**src/rtl/stream_mux_rr.sv**
```systemverilog
// stream_mux_rr: registered NCH-channel stream multiplexer.
// Arbitration is either round-robin, starting from ptr_q, or fixed priority
// where the lowest index wins. The grant is combinational and the selected
// beat lands in a single output register stage.
//
// Handshake: a beat moves on channel i when in_val[i] and in_rdy[i] are both
// high at a rising edge. The producer holds data stable while valid is high
// and ready is low. The output side uses out_val/out_rdy the same way.
// in_rdy depends combinationally on out_rdy, so the register can be drained
// and reloaded on the same edge. in_data reaches the outputs only through
// the register.
module stream_mux_rr #(
  parameter int NCH = 4,
  parameter int W   = 32,
  localparam int CW = (NCH > 1) ? $clog2(NCH) : 1
) (
  input  logic             clk,
  input  logic             rst,
  input  logic             mode,
  input  logic [NCH-1:0]   in_val,
  output logic [NCH-1:0]   in_rdy,
  input  logic [NCH*W-1:0] in_data,
  output logic             out_val,
  input  logic             out_rdy,
  output logic [W-1:0]     out_data,
  output logic [CW-1:0]    out_sel
);

  logic          out_val_q;
  logic [W-1:0]  out_data_q;
  logic [CW-1:0] out_sel_q;
  logic [CW-1:0] ptr_q;

  logic [NCH-1:0] grant;
  logic [CW-1:0]  gnt_idx;
  logic           gnt_found;
  logic [CW-1:0]  scan_idx;
  logic           space;
  logic           xfer;
  logic [CW-1:0]  ptr_d;
  logic [W-1:0]   load_data;

  // Space exists when the register is empty or is being drained this cycle.
  assign space = ~out_val_q | out_rdy;

  // Grant scan: start at ptr_q in round-robin mode, at 0 in fixed priority.
  always_comb begin
    grant     = '0;
    gnt_idx   = '0;
    gnt_found = 1'b0;
    scan_idx  = '0;
    for (int k = 0; k < NCH; k++) begin
      scan_idx = mode ? CW'(k) : CW'((int'(ptr_q) + k) % NCH);
      if (!gnt_found && in_val[scan_idx]) begin
        grant[scan_idx] = 1'b1;
        gnt_idx         = scan_idx;
        gnt_found       = 1'b1;
      end
    end
  end

  // Ready follows the grant and available space; reset blocks every channel.
  always_comb begin
    in_rdy = '0;
    if (!rst && space) begin
      in_rdy = grant;
    end
  end

  assign xfer = gnt_found & space;

  // Next pointer is one past the winner. Indices wrap explicitly, so a
  // non-power-of-2 NCH also wraps.
  always_comb begin
    ptr_d     = ptr_q;
    load_data = in_data[int'(gnt_idx)*W +: W];
    if (xfer) begin
      ptr_d = (gnt_idx == CW'(NCH - 1)) ? '0 : gnt_idx + 1'b1;
    end
  end

  // Output register and pointer. A load takes precedence over a plain drain.
  always_ff @(posedge clk) begin
    if (rst) begin
      out_val_q  <= 1'b0;
      out_data_q <= '0;
      out_sel_q  <= '0;
      ptr_q      <= '0;
    end else if (xfer) begin
      out_val_q  <= 1'b1;
      out_data_q <= load_data;
      out_sel_q  <= gnt_idx;
      ptr_q      <= ptr_d;
    end else if (out_val_q && out_rdy) begin
      out_val_q  <= 1'b0;
    end
  end

  assign out_val  = out_val_q;
  assign out_data = out_data_q;
  assign out_sel  = out_sel_q;

endmodule

```
**config.mk**
```make
export PLATFORM = sky130hd
export DESIGN_NAME = stream_mux_rr
export DESIGN_NICKNAME = d
export VERILOG_FILES = /design/src/rtl/stream_mux_rr.sv
export SDC_FILE = /design/constraint.sdc
export NUM_CORES = 1
export LEC_CHECK = 0
export BUFFER_PORTS_ARGS = -buffer_cell sky130_fd_sc_hd__buf_2
export CORE_MARGIN = 2
export CORE_UTILIZATION = 44
export DETAILED_ROUTE_END_ITERATION = 10
export PLACE_DENSITY = 0.82
export SLEW_MARGIN = 30
export SYNTH_ARGS = -nofsm -noshare
export SYNTH_HDL_FRONTEND = slang
export SYNTH_SLANG_ARGS = --single-unit
```
**constraint.sdc**
```tcl
create_clock -name clk -period 3.6 [get_ports clk]
set_clock_uncertainty 0.05 [all_clocks]
set_input_delay 0.72 -clock clk [delete_from_list [all_inputs] [get_ports clk]]
set_output_delay 0.72 -clock clk [all_outputs]
set_load 0.05 [all_outputs]
```
* Word-level counts from Yosys, hierarchy flattened
Cells that the tools add are included.
Storage, ports and cells: bits in registers 37, logic and storage cells 74
Operators by class: add/sub/neg operators 4, $lt $le $gt $ge 8, equality and inequality tests 1, shift-type cells 1, muxes and demuxes 36, bitwise logic cells 6, reduce and logical (&&, ||, !) cells 14
Operator list (count):
- indexed part select 128 x 8 -> 32 bit | 1
- two-way mux 4 bit | 5
- two-way mux 2 bit | 9
- two-way mux 1 bit | 14
- < comparator 2 x 3 -> 1 bit, second input constant | 4
- bitwise OR 4 bit | 3
- logical AND 1 bit | 9
- binary-select mux 1 bit (select 2 bit) | 4
- demux 1 bit (select 2 bit) | 4
- >= comparator 2 x 1 -> 1 bit, second input constant | 4
- adder 2 x 1 -> 2 bit, second input constant | 2
- adder 2 bit, second input constant | 2
- logical NOT 1 bit | 4
- == test 2 bit, second input constant | 1
- nonzero test 2 bit | 1
- bitwise AND 1 bit | 1
- inverter 1 bit | 1
- bitwise OR 1 bit | 1

* Longest topological paths before layout
Gate-level depths: netlist (run 1).
word-level depth 15, gate-level depth with buffers 12

* Worst setup path before layout (run 1)
Ideal clock, no wire load.
kind in2out, start input mode, end output in_rdy[2], data arrival time 2.891 ns, data required time 2.830 ns, slack -0.061 ns, stages on the path 8, buffers on the path 1, cell sequence buf_6 -> nand2b_1 -> a211o_1 -> and2_4 -> or4_1 -> a211oi_1 -> a221oi_1 -> nor2_1
On the way: word-level cells in the longest chain between the ends 14, elaborated cells between the ends (all ways) 49, those cells by class order compare (8); mux (28); bitwise (3); reduce/logical (10)
RTL lines:
- start, declared | RTL line 19 | input logic mode,
- parallel branches: the longest is 12 deep, another holds < comparator 2 x 3 -> 1 bit
- two-way mux 4 bit (*) | RTL line 54 | if (!gnt_found && in_val[scan_idx]) begin
- two-way mux 4 bit (*) | RTL line 65 | if (!rst && space) begin
- end, declared | RTL line 21 | output logic [NCH-1:0] in_rdy,
Mark *: on every way between the ends. The select of a mux whose other input is x is not followed.

* Final worst setup path (run 1)
Ends and elaborated chain as after synthesis.

==> results of run 1 <==
tightest hold or removal path, cell delays in order (launching register included):
cell      delay, ps
dfxtp_1         320
nand2_1          50
o221ai_1         60
Yosys cell counts (4+ instances only):
master,n
a21oi_1,8
buf_2,7
buf_6,11
dfxtp_1,37
mux2i_1,65
nand2_1,45
nand2b_1,4
nor2_1,13
nor2b_1,5
nor3_1,6
o21ai_0,5
o221ai_1,12
o221ai_2,20
report_power, final:
part	switching, mW	internal, mW	leakage (nW)
clock network	0.145	0.155	0.0512
logic	1.18	0.637	1.69
registers	0.0958	0.561	0.307
total	1.42	1.35	2.05
cells in the final DEF (no fill, tap or decap), types with 3 or more instances in the layout:
cell type | Yosys | final
nor2_1 | 13 | 11
inv_1 | 3 | 3
nor3_1 | 6 | 6
nand3_1 | 3 | 3
mux2i_1 | 65 | 65
a21oi_1 | 8 | 8
clkbuf_8 | 0 | 6
o221ai_2 | 20 | 20
o221ai_1 | 12 | 12
o21ai_0 | 5 | 5
dfxtp_1 | 37 | 35
nor2b_1 | 5 | 5
buf_4 | 3 | 13
buf_2 | 7 | 173
nand2b_1 | 4 | 4
nand2_1 | 45 | 45
worst paths after layout:
path,from,end,depth (start not counted)
setup / recovery,mode,in_rdy[2],9
hold / removal,out_data[20]$_SDFFE_PP0P_,out_data[20]$_SDFFE_PP0P_,2
setup reg to reg,ptr_q[0]$_SDFFE_PP0P_,out_data[26]$_SDFFE_PP0P_,9
hold reg to reg,out_data[20]$_SDFFE_PP0P_,out_data[20]$_SDFFE_PP0P_,2
cell families (layout without fill, tap and decap cells):
| kind of cell | Yosys count | count (layout) | synth area share |
|---|---|---|---|
| simple gates | 89 | 89 | 0.153 |
| compound gates | 69 | 69 | 0.267 |
| mux | 66 | 66 | 0.237 |
| flops | 37 | 37 | 0.265 |
| buf+inv | 27 | 201 | 0.0731 |
| fa+ha+maj | 1 | 1 | 0.00448 |
stage by stage:
stage / power [mW] / hold slack, ps / setup WS, ps
after global placement: 2.44 / 391 / 105
after detailed placement: 2.47 / 396 / 107
final: 2.77 / 410 / 143
after CTS: 2.78 / 415 / 69.7
after floorplan: 2.10 / 568 / 157
after global routing: 2.94 / 430 / 6.90
flip-flops by register name (all words and copies together), names as in the netlist:
signal / cells
out_sel: 2
out_data: 32
out_val: 1
ptr_q: 2
final cells by class:
cell class	count	area, sq um
Multi-Input combinational cell	225	1860
Clock buffer	6	82.6
Tap cell	77	96.3
Fill cell	539	2420
Timing Repair Buffer	189	1010
Clock inverter	2	13.8
Sequential cell	37	743
Inverter	4	15.0
repair_timing:
item / CTS / global route
endpoints found under the hold margin: 0 / 0
setup buffers: 0 / 0
gates resized for setup: 0 / 4
setup endpoints to repair: 0 / 2
metal layers:
layer	vias to the layer above	track usage	wire length, microns
li1	1443	-	-
met1	1327	0.268	3220
met2	133	0.441	4280
met3	13	0.0475	540
met4	0	0.0572	105
met5	-	0	0
==> flow_summary.json, run 1 <==
{
  "status": "finished clean",
  "path_clk_slew_ps": 70,
  "setup_violations": 0,
  "area_growth_pct": 36.8,
  "drv_slew": 0,
  "worstPathBufferInverterCount": 2,
  "slowest_stage": "or4_1",
  "wl_mm": 8.14,
  "critPathKind": "input port to primary output",
  "r2r_slack_ps": 820,
  "yosysSeqAreaShare": 0.265,
  "die_y_microns": 83.7,
  "slowest_delay_ps": 500,
  "yosys-top-cells-area": "dfxtp_1 (27%), mux2i_1 (23%), o221ai_2 (11%)",
  "htreeDepth": 2,
  "initial_core_util": 0.447,
  "antenna_found_initial": 0,
  "powerDensity_nw_per_um2": 725,
  "setup_tns_ps": 0,
  "clock_latency_ps": 280,
  "finalHoldViolCount": 0,
  "dp.cells": 532,
  "cts_made_buffers": 5,
  "synthArstFlopShare": 0,
  "antenna_left": 0,
  "dpl_cell_area_sq_um": 3710,
  "core_sq_um": 6240,
  "drive_gt1_frac": 0.510,
  "gp_congestion": 0.934,
  "drt_iter0_drc": 88,
  "instances_no_fill": 540,
  "rsz0062_at_grt": "false",
  "dr.pass1.iters": 4,
  "grt_max_degree": 44,
  "port_buffers": 174,
  "hp-class": "register to register",
  "rows": 29,
  "hpwl_mm": 6.46,
  "synth.distinct_cells": 52,
  "arrival_ps": 2690,
  "first_global_vias": 2923,
  "stdcell_area_sq_um": 3820,
  "startpoint_type": "input port",
  "postCtsHoldBufs": 0,
  "post-route-period-util": 0.960,
  "ys_warn_count": 0,
  "max_freq_mhz": 289,
  "io_pins": 175,
  "ys_seq_elements": 37,
  "critPathRequiredTime_ps": 2830,
  "syn-num-nets": 426,
  "routed-via-count": 2916,
  "ir_drop_uv": 425,
  "track_usage": 0.234,
  "synth_top_flop_cell": "dfxtp_1",
  "yosys.area.top_type": "dfxtp_1",
  "synth_cells": 289,
  "cp_cell_sequence": "buf_2 -> nand2b_1 -> a211o_1 -> and2_4 -> or4_1 -> a211oi_1 -> a221oi_1 -> nor2_2 -> clkbuf_4",
  "utilization": 0.612,
  "die_x_microns": 83.7,
  "antenna_cells": 0,
  "tritoncts": "yes",
  "maxSlewHeadroom": 0.639,
  "crit_path_end_kind": "primary output",
  "synth_top_area_share": 0.265,
  "synth_enable_flop_cells": 0,
  "grt_pass1_wl_mm": 13.6,
  "critPathMaxFanout": 6,
  "syn_area_sq_um": 2790,
  "maxCapViolations": 0,
  "crit_family": "simple AND/OR/NAND/NOR gates",
  "worst_pin_slew_ps": 541,
  "wl_per_cell_microns": 15.1,
  "die-area_sq_um": 7000,
  "grt_overflow": 0,
  "layout.nets": 599,
  "drc_errors": 0,
  "fin_crit_ps": 3460,
  "cts_root_buf": "clkbuf_8",
  "cts_sinks": 37,
  "syn_avg_cell_area_sq_um": 9.66,
  "p_leak_nw": 2.05,
  "viasPerCell": 5.40,
  "clock_path_buffers": 2
}
(Power assumes the default switching activity.)
==> run 2, diff against run 1 <==
CORE_UTILIZATION = 31   (was 44)
PLACE_DENSITY = 0.72   (was 0.82)
==> run 2 against run 1 <==
Net effect:
- global-route usage decreased by 6.2 points
- cell count up 5.9%
- sequential share of layout area decreased by 0.21 points
- critical path depth did not move
- flip-flop and latch count is the same
- non-clock buffer count rose by 1
- wire length rose by 6.4%
- die area up 40%
- via count rose by 1.2%
- count of clock-buffer cells in the layout did not move
- total power grew 0.28%
- largest cell class unchanged
- largest power group unchanged
==> flow_summary.json, run 2 (same netlist as run 1, synthesis figures left out) <==
{
  "die_y_microns": 98.9,
  "viasPerCell": 5.16,
  "reg2reg_depth": 10,
  "antenna_found_initial": 0,
  "worstPathBufferInverterCount": 2,
  "wl_per_cell_microns": 15.1,
  "hpwl_mm": 6.94,
  "grt_max_degree": 36,
  "regToRegStartpoint": "ptr_q[0]$_SDFFE_PP0P_",
  "crit_family": "simple AND/OR/NAND/NOR gates",
  "initial_core_util": 0.320,
  "die-area_sq_um": 9780,
  "first_global_vias": 2936,
  "core_sq_um": 8720,
  "cts_root_buf": "clkbuf_8",
  "dr.pass1.iters": 4,
  "critPathRequiredTime_ps": 2830,
  "r2r-end": "out_data[0]$_SDFFE_PP0P_",
  "post-route-period-util": 0.967,
  "postCtsHoldBufs": 0,
  "finalHoldViolCount": 0,
  "r2r_slack_ps": 690,
  "drc_errors": 0,
  "crit_path_end_kind": "primary output",
  "path_clk_slew_ps": 70,
  "fin_crit_ps": 3480,
  "slowest_stage": "or4_1",
  "fillCellCount": 861,
  "maxCapViolations": 0,
  "max_freq_mhz": 287,
  "startpoint_type": "input port",
  "worst_slack_ps": 120,
  "place_ws_ps": 125,
  "critPathMaxFanout": 5,
  "maxSlewHeadroom": 0.658,
  "area_growth_pct": 38.1,
  "setup_tns_ps": 0,
  "layout.nets": 600,
  "layout_commonest_cell": "buf_2",
  "clock_path_buffers": 2,
  "slowest_delay_ps": 490,
  "min_delay_worst_endpoint": "out_data[24]$_SDFFE_PP0P_",
  "hp-class": "register to register",
  "port_buffers": 174,
  "critPathKind": "input port to primary output",
  "status": "finished clean",
  "drive_gt1_frac": 0.506,
  "clock_latency_ps": 280,
  "cpMostUsedCell": "buf_2",
  "gp_congestion": 0.886,
  "tritoncts": "yes",
  "ff_latch_area_sq_um": 742,
  "ir_drop_uv": 259,
  "layout_common_cells": "buf_2 (174), mux2i_1 (65), nand2_1 (45), dfxtp_1 (36), o221ai_2 (20)",
  "die_x_microns": 98.9,
  "grt_pass1_wl_mm": 13.9,
  "min_from": "out_data[24]$_SDFFE_PP0P_",
  "arrival_ps": 2710,
  "drv_slew": 0,
  "rows": 34,
  "io_pins": 175,
  "rsz0062_at_grt": "false",
  "multi_input_area_sq_um": 1850,
  "min_delay_path_depth": 2,
  "antenna_cells": 0,
  "cp-startpoint": "mode",
  "cts_made_buffers": 5,
  "track_usage": 0.172,
  "htreeDepth": 2,
  "p_leak_nw": 2.05,
  "worst_pin_slew_ps": 514,
  "powerDensity_nw_per_um2": 721,
  "cp_cell_sequence": "buf_2 -> nand2b_1 -> a211o_1 -> and2_4 -> or4_1 -> a211oi_1 -> a221oi_1 -> nor2_2 -> buf_2",
  "grt_overflow": 0,
  "cts_sinks": 37,
  "wl_mm": 8.66,
  "setup_violations": 0,
  "largest_register_ffs": 32,
  "drt_iter0_drc": 78,
  "routed-via-count": 2952,
  "antenna_left": 0
}
==> run 2: cell count changes in the layout (fill, tap and decap cells not counted), sizes merged <==
cell,before,now
clkbuf,7,6
buf,188,190
==> run 2: area by class of cell <==
type | count | share of cell area
Multi-Input combinational cell | 225 | 0.480
Clock buffer | 6 | 0.0214
Clock inverter | 2 | 0.00357
Inverter | 4 | 0.00390
Tap cell | 108 | 0.0351
Sequential cell | 37 | 0.193
Timing Repair Buffer | 190 | 0.264
==> run 2: metal layers <==
metal  vias up  part of all wire  global-route usage
li1       1454                 -                   -
met4         0            0.0055              0.0421
met1      1368              0.40               0.202
met2       126              0.53               0.312
met5         -                 0                   0
met3         4             0.066              0.0397
==> run 2: worst max-delay path by stage <==
stage / slack (ps) / depth (start not counted) / endpoint
finish: 120 / 9 / in_rdy[2]
detailed placement: 120 / 9 / in_rdy[2]
global route: 50 / 10 / in_rdy[1]
global placement: 120 / 9 / in_rdy[2]
floorplan: 160 / 8 / in_rdy[2]
CTS: 110 / 8 / in_rdy[2]
==> run 2: per-stage QoR <==
stage	hold slack [ps]	cell area, sq um	std cells	util	total power, mW
after floorplan	568	2790	289	-	2.10
after global placement	390	3760	564	0.431	2.45
after detailed placement	391	3760	564	0.431	2.49
after CTS	416	3850	572	0.442	2.81
after global routing	436	3850	572	0.442	2.95
final	412	3850	572	0.442	2.78
==> run 2: worst reg2reg max path, stage by stage (launching register included) <==
cell      delay (ps)
dfxtp_1          480
buf_4            230
o21ba_2          200
o32ai_4           90
buf_4            160
o2111a_1         290
buf_4            180
a21oi_4          190
buf_4            450
mux2i_1          350
o221ai_2         120
==> run 2: repair_timing <==
action                                  4_1_cts  5_1_grt
endpoints found under the setup margin        0        1
resized for setup                             0        1
setup buffers                                 0        0
==> run 2: power breakdown <==
part           switching [mW]  leakage, nW  internal [mW]  total, mW
Sequential             0.0932        0.307          0.560      0.653
Clock                   0.155       0.0512          0.155      0.310
Combinational            1.18         1.70          0.634       1.81
==> run 3, diff against run 2 <==
CORE_UTILIZATION = 35   (was 31)
GPL_ROUTABILITY_DRIVEN = 1   (was not set)
PLACE_DENSITY = 0.79   (was 0.72)
clock period = 4.1 ns   (was 3.6 ns; I/O delays follow)
==> run 3 against run 2 <==
Net effect:
- count of clock-buffer cells in the layout stayed put
- first-iteration DRC count is 27% lower
- die area is 11% lower
- clock power is 15% lower
- global-route usage is 0.18 points higher
- critical path depth stayed put
- total power is 14% lower
- cell count is 2.8% lower
- register-to-register slack better by 470 ps
- largest cell class unchanged
- largest power group unchanged
==> flow_summary.json, run 3 (same netlist as run 1, synthesis figures left out) <==
{
  "worstPathBufferInverterCount": 2,
  "grt_pass1_wl_mm": 12.3,
  "antenna_found_initial": 0,
  "max_freq_mhz": 261,
  "arrival_ps": 2950,
  "area_growth_pct": 35.0,
  "slowest_delay_ps": 480,
  "layout_commonest_cell": "buf_2",
  "grt_overflow": 0,
  "initial_core_util": 0.361,
  "hp-class": "register to register",
  "routed-via-count": 2914,
  "antenna_cells": 0,
  "maxCapViolations": 0,
  "cts_root_buf": "clkbuf_8",
  "dr.pass1.iters": 6,
  "wl_mm": 7.98,
  "die_y_microns": 93.3,
  "drv_slew": 0,
  "io_pins": 175,
  "setup_tns_ps": 0,
  "drive_gt1_frac": 0.491,
  "finalHoldViolCount": 0,
  "ctsResizeCount": 0,
  "largest_register_ffs": 32,
  "antenna_left": 0,
  "critPathRequiredTime_ps": 3230,
  "worst_slack_ps": 275,
  "die_x_microns": 93.3,
  "fillCellCount": 740,
  "clock_path_buffers": 2,
  "power_mw": 2.39,
  "core_sq_um": 7730,
  "hpwl_mm": 6.20,
  "status": "finished clean",
  "maxSlewHeadroom": 0.628,
  "stdcell_area_sq_um": 3770,
  "postCtsHoldBufs": 0,
  "tritoncts": "yes",
  "htreeDepth": 2,
  "cp_cell_sequence": "buf_2 -> nand2b_1 -> o32ai_4 -> nor2_1 -> or4_1 -> a211oi_1 -> a221oi_1 -> nor2_1 -> buf_2",
  "fin_crit_ps": 3820,
  "critPathKind": "input port to primary output",
  "track_usage": 0.173,
  "critPathMaxFanout": 18,
  "startpoint_type": "input port",
  "port_buffers": 174,
  "post_cts_buffers": 0,
  "first_global_vias": 2781,
  "grt_max_degree": 37,
  "wl_per_cell_microns": 14.4,
  "drt_iter0_drc": 57,
  "p_leak_nw": 2.01,
  "drc_errors": 0,
  "place_ws_ps": 288,
  "path_clk_slew_ps": 70,
  "crit_path_end_kind": "primary output",
  "post-route-period-util": 0.933,
  "ir_drop_uv": 267,
  "rsz0062_at_grt": "false",
  "setup_violations": 0,
  "clock_latency_ps": 280,
  "worst_pin_slew_ps": 556,
  "rows": 32,
  "utilization": 0.488,
  "cts_made_buffers": 5,
  "viasPerCell": 5.24,
  "powerDensity_nw_per_um2": 634,
  "crit_family": "simple AND/OR/NAND/NOR gates",
  "dpl_cell_area_sq_um": 3680,
  "layout.nets": 591,
  "slowest_stage": "or4_1",
  "cts_sinks": 37,
  "die-area_sq_um": 8710,
  "gp_congestion": 0.921,
  "layout_common_cells": "buf_2 (174), mux2i_1 (65), nand2_1 (45), dfxtp_1 (37), o221ai_2 (20)"
}
==> run 3: worst min-delay path: stages (launching register included) <==
cell and delay [ps]:
dfxtp_1 330, nand2_1 50, o221ai_1 50
==> run 3: worst paths after layout <==
path | slack [ps] | depth (start not counted) | startpoint | to
max | 280 | 9 | mode | in_rdy[2]
min | 410 | 2 | out_data[22]$_SDFFE_PP0P_ | out_data[22]$_SDFFE_PP0P_
max reg2reg | 1160 | 7 | ptr_q[0]$_SDFFE_PP0P_ | out_data[18]$_SDFFE_PP0P_
min reg2reg | 410 | 2 | out_data[22]$_SDFFE_PP0P_ | out_data[22]$_SDFFE_PP0P_
==> run 3: power by group <==
part / total, mW / internal (mW) / switching, mW
Combinational: 1.54 / 0.534 / 1.01
Sequential: 0.583 / 0.491 / 0.0928
Clock: 0.262 / 0.133 / 0.129
==> run 3: metrics by stage <==
step / hold WS, ps / std cells
2_1_floorplan: 568 / 289
3_3_place_gp: 391 / 549
3_5_place_dp: 393 / 549
4_1_cts: 415 / 556
5_1_grt: 439 / 556
6_report: 409 / 556
==> run 3: cell type report <==
type / count / area [sq um] / area share
Clock buffer: 6 / 82.6 / 0.0219
Clock inverter: 1 / 7.51 / 0.00199
Inverter: 4 / 15.0 / 0.00398
Multi-Input combinational cell: 225 / 1850 / 0.490
Sequential cell: 37 / 741 / 0.197
Tap cell: 102 / 128 / 0.0339
Timing Repair Buffer: 181 / 948 / 0.252
==> run 3: metal layers <==
metal	GRT usage	wire, microns	share of wire	vias to the layer above
met1	0.214	3330	0.42	1344
met5	0	0	0	-
li1	-	-	-	1425
met4	0.0441	78	0.0098	0
met3	0.0346	575	0.072	8
met2	0.308	3990	0.50	137
